File: config.mk
export PLATFORM = sky130hd
export DESIGN_NAME = mux_stream_rr
export DESIGN_NICKNAME = d
export VERILOG_FILES = /design/src/rtl/mux_pkg.sv /design/src/rtl/rr_arbiter.sv /design/src/rtl/mux_stream_rr.sv
export SDC_FILE = /design/constraint.sdc
export NUM_CORES = 1
export LEC_CHECK = 0
export ABC_AREA = 1
export BUFFER_PORTS_ARGS = -buffer_cell sky130_fd_sc_hd__buf_2
export CAP_MARGIN = 20
export CORE_UTILIZATION = 49
export DETAILED_ROUTE_END_ITERATION = 10
export GPL_ROUTABILITY_DRIVEN = 0
export PLACE_DENSITY = 0.82
export SETUP_SLACK_MARGIN = 0.3
export SLEW_MARGIN = 15
export SYNTH_ARGS = -nofsm -noshare
export SYNTH_HDL_FRONTEND = slang
export SYNTH_HIERARCHICAL = 1
export SYNTH_SLANG_ARGS = --single-unit
File: constraint.sdc
create_clock -name clk -period 4.05 [get_ports clk]
set_clock_uncertainty 0.05 [all_clocks]
set_input_delay 0.81 -clock clk [delete_from_list [all_inputs] [get_ports clk]]
set_output_delay 0.81 -clock clk [all_outputs]
set_load 0.03 [all_outputs]
File: src/rtl/mux_pkg.sv
// Shared constants and helpers for the round-robin stream multiplexer.
package mux_pkg;

  localparam int unsigned MODE_RR    = 0;
  localparam int unsigned MODE_FIXED = 1;

  // Width of a channel index; at least one bit so two-channel muxes still get a pointer.
  function automatic int unsigned ptr_width(input int unsigned n);
    return (n <= 2) ? 1 : $clog2(n);
  endfunction

endpackage

File: src/rtl/rr_arbiter.sv
// Grant logic and priority pointer for the stream multiplexer.
// Grants at most one requesting channel, and only while en is high.
module rr_arbiter
  import mux_pkg::*;
#(
  parameter int unsigned N_CH = 8,
  parameter int unsigned MODE = MODE_RR,
  localparam int unsigned PW  = ptr_width(N_CH)
) (
  input  logic            clk,
  input  logic            rst,
  input  logic            en,
  input  logic [N_CH-1:0] req,
  output logic [N_CH-1:0] grant,
  output logic [PW-1:0]   grant_idx,
  output logic            grant_any
);

  logic [PW-1:0] ptr_q;
  logic [PW-1:0] ptr_d;
  logic [PW-1:0] idx;
  logic          found;

  // Search from the pointer (round-robin) or from channel 0 (fixed); first requester wins.
  always_comb begin
    grant     = '0;
    grant_idx = '0;
    found     = 1'b0;
    idx       = '0;
    for (int i = 0; i < N_CH; i++) begin
      idx = (MODE == MODE_FIXED) ? PW'(i) : PW'((int'(ptr_q) + i) % N_CH);
      if (!found && req[idx]) begin
        found     = 1'b1;
        grant_idx = idx;
      end
    end
    grant_any = found && en;
    if (grant_any) begin
      grant[grant_idx] = 1'b1;
    end
  end

  // Pointer moves just past the granted channel, wrapping to 0 after the last one.
  always_comb begin
    ptr_d = ptr_q;
    if (MODE == MODE_RR && grant_any) begin
      ptr_d = (grant_idx == PW'(N_CH - 1)) ? '0 : grant_idx + 1'b1;
    end
  end

  // Pointer register.
  always_ff @(posedge clk or posedge rst) begin
    if (rst) begin
      ptr_q <= '0;
    end else begin
      ptr_q <= ptr_d;
    end
  end

endmodule

File: src/rtl/mux_stream_rr.sv
// N-channel valid/ready stream multiplexer with a one-word registered output stage.
module mux_stream_rr
  import mux_pkg::*;
#(
  parameter int unsigned N_CH = 8,
  parameter int unsigned W    = 8,
  parameter int unsigned MODE = MODE_RR
) (
  input  logic                     clk,
  input  logic                     rst,
  input  logic [N_CH*W-1:0]        in_data,
  input  logic [N_CH-1:0]          in_valid,
  output logic [N_CH-1:0]          in_ready,
  output logic [W-1:0]             out_data,
  output logic                     out_valid,
  input  logic                     out_ready,
  output logic [$clog2(N_CH)-1:0]  out_sel
);

  localparam int unsigned PW = ptr_width(N_CH);

  logic          load_en;
  logic          arb_en;
  logic [PW-1:0] gnt_idx;
  logic          gnt_any;
  logic [W-1:0]  data_q;
  logic [PW-1:0] sel_q;
  logic          valid_q;

  // Output register may take a new word when empty or being drained this cycle.
  always_comb begin
    load_en = !valid_q || out_ready;
    // Keep all in_ready low while reset is held, independent of the clock.
    arb_en  = load_en && !rst;
  end

  rr_arbiter #(
    .N_CH (N_CH),
    .MODE (MODE)
  ) u_arb (
    .clk       (clk),
    .rst       (rst),
    .en        (arb_en),
    .req       (in_valid),
    .grant     (in_ready),
    .grant_idx (gnt_idx),
    .grant_any (gnt_any)
  );

  // Output stage: load on grant, go empty on drain without a new word, otherwise hold.
  always_ff @(posedge clk or posedge rst) begin
    if (rst) begin
      data_q  <= '0;
      sel_q   <= '0;
      valid_q <= 1'b0;
    end else if (gnt_any) begin
      data_q  <= in_data[gnt_idx*W +: W];
      sel_q   <= gnt_idx;
      valid_q <= 1'b1;
    end else if (load_en) begin
      valid_q <= 1'b0;
    end
  end

  assign out_data  = data_q;
  assign out_sel   = sel_q;
  assign out_valid = valid_q;

endmodule
==> results.json <==
{
  "outcome": "finished clean",
  "path_common_cell": "nand3_1",
  "worstSetupStartpoint": "u_arb/ptr_q[1]$_DFFE_PP0P_",
  "clockBufferDepth": 2,
  "area_growth_pct": 27.8,
  "yosysWarnings": 6,
  "die_x_microns": 68.7,
  "r2r_cells": 20,
  "ys_seq_area_frac": 0.172,
  "ant_nets": 0,
  "synthXorXnorAreaFrac": 0.0120,
  "root_buffer": "clkbuf_8",
  "reg2reg_slack_ns": 0.90,
  "hold_violations": 0,
  "slowest_delay_ns": 0.41,
  "vias": 2719,
  "cp_slowest_cell": "dfrtp_1",
  "grt_pass1_vias": 2327,
  "cp.arrival_ns": 2.79,
  "r2r_start": "u_arb/ptr_q[1]$_DFFE_PP0P_",
  "num_antenna_cells": 0,
  "grt_max_degree": 34,
  "required_ns": 3.19,
  "synth-compound-area-share": 0.0344,
  "synth.cell_area_sq_um": 2180,
  "drt_iter0_markers": 175,
  "ys_ff_latch": 15,
  "routed_wl_microns": 6410,
  "regArea_sq_um": 377,
  "syn_inst": 380,
  "dp_hpwl_microns": 4940,
  "post_drt_wl_per_cell_microns": 12.3,
  "worst_hold_path_type": "primary input to asynchronous set/reset pin",
  "timing.rr.end": "out_data[1]$_DFFE_PP0P_",
  "gr-total-overflow": 0,
  "cts_hold_buf": 0,
  "coreArea_sq_um": 4140,
  "yosys.area_share.adder": 0.0115,
  "relSlewSlack": 0.651,
  "antenna_found_initial": 0,
  "final_cell_mix": "nand2_1, buf_2, nand3_1, inv_1, nand2_2",
  "io_pins": 95,
  "start_util": 0.526,
  "slew_viol_final": 0,
  "setup_viol": 0,
  "synth_cell_type_count": 31,
  "drc": 0,
  "syn_area_per_cell_sq_um": 5.74,
  "drive_above_1_share": 0.345,
  "clock_latency_ns": 0.26,
  "synthSimpleGateAreaFrac": 0.602,
  "final_common_cell": "nand2_1",
  "period_needed_ns": 3.65,
  "htreeDepth": 1,
  "tns_ns": 0,
  "cts_sinks": 15,
  "start_kind": "flip-flop",
  "path_class": "flip-flop to primary output",
  "dieArea_sq_um": 4720,
  "syn_nets": 457,
  "synthMuxAreaShare": 0,
  "grt_pass1_wl_microns": 9850,
  "clock.fmax_ghz": 0.274,
  "portBuffers": 94,
  "cts_made_buffers": 3,
  "multi_input_area_sq_um": 1520,
  "synth_top_family_by_area": "simple AND/OR/NAND/NOR gates",
  "nFillCells": 374,
  "worstMarginPinSlew_ns": 0.518,
  "num_rows": 23,
  "maxCapViolCount": 0,
  "die_h_microns": 68.7,
  "path_cells": "inv_4, ha_4, inv_4, nand3_1, nand3_1, nand2_2, nor2_8, nand4_4, nor2_4, buf_4, nand3_1, nand3_4, inv_2, nor3_1, buf_2",
  "grt_usage": 0.278,
  "fin_nets": 551,
  "vias_per_cell": 5.20,
  "fin_crit_sh": 0.902,
  "cts_tree": "done",
  "worst-path-max-fanout": 7,
  "cp-end-kind": "primary output",
  "drt-pass1-iter-count": 7,
  "clkTransAtPathRegs_ns": 0.07,
  "rsz0062_at_grt": "false"
}
[area by class of cell]
cell class                      count  area share
Timing Repair Buffer              104       0.197
Clock inverter                      1     0.00180
Sequential cell                    15       0.135
Multi-Input combinational cell    292       0.547
Clock buffer                        3      0.0148
Inverter                           58      0.0826
Tap cell                           50      0.0224
[state kept, by name (all words and copies together) (netlist names)]
register and cells:
out_data 8, u_arb/ptr_q 3, out_valid 1, out_sel 3
[cell usage after synthesis (all sizes together)]
cell type / number / area [sq um]
o21ai: 7 / 38.8
xor2: 2 / 17.5
xnor2: 1 / 8.76
o21a: 1 / 7.51
o21bai: 1 / 7.51
nand2: 156 / 653
dfrtp: 15 / 375
buf: 15 / 141
nand4: 6 / 52.6
nand3: 85 / 468
nor2: 24 / 124
nor3: 3 / 15.0
o22ai: 1 / 6.26
ha: 2 / 25.0
a21oi: 3 / 15.0
inv: 58 / 225
[worst max-delay path: cells and delay by family (launching register included)]
kind                       cells  cell delay [ns]
DFF                            1             0.41
and+or+nand+nor                9             1.21
adders and majority gates      1             0.24
buffers and inverters          5             0.66
[worst max path at each step]
stage | endpoint | slack (ns)
after global routing | in_ready[6] | 0.25
after global placement | in_ready[6] | 0.39
final | in_ready[6] | 0.40
after detailed placement | in_ready[2] | 0.28
after CTS | in_ready[2] | 0.31
after floorplan | in_ready[2] | 0.31
[layer usage]
layer  GRT usage  vias up  wire length [microns]
li1            -     1379                      -
met1       0.317     1201                   2530
met2       0.501      121                   3320
met3      0.0609       18                    447
met4       0.105        0                    117
met5           0        -                      0
[logic make-up after synthesis]
family                     after synthesis
AOI/OAI and AO/OA                       13
xor gates and xnor gates                 3
adders and majority gates                2
buffers and inverters                   73
DFF                                     15
and+or+nand+nor                        274
[what timing repair did]
item,CTS,global route
pin swaps,0,3
hold endpoints to repair,0,0
endpoints found under the setup margin,8,8
resized for setup,12,7
setup buffers,0,5
[metrics by stage]
step	instance area, sq um	utilization	hold slack (ns)	instances	worst slack [ns]
after CTS	2710	0.653	0.379	518	0.306
after detailed placement	2610	0.630	0.415	514	0.279
final	2790	0.673	0.386	523	0.397
after global routing	2790	0.673	0.401	523	0.249
after floorplan	2180	-	0.514	380	0.308
after global placement	2610	0.630	0.415	514	0.387
Power is not shown: default switching activity piles up to over one toggle a cycle in this logic, so the estimate is an artifact.
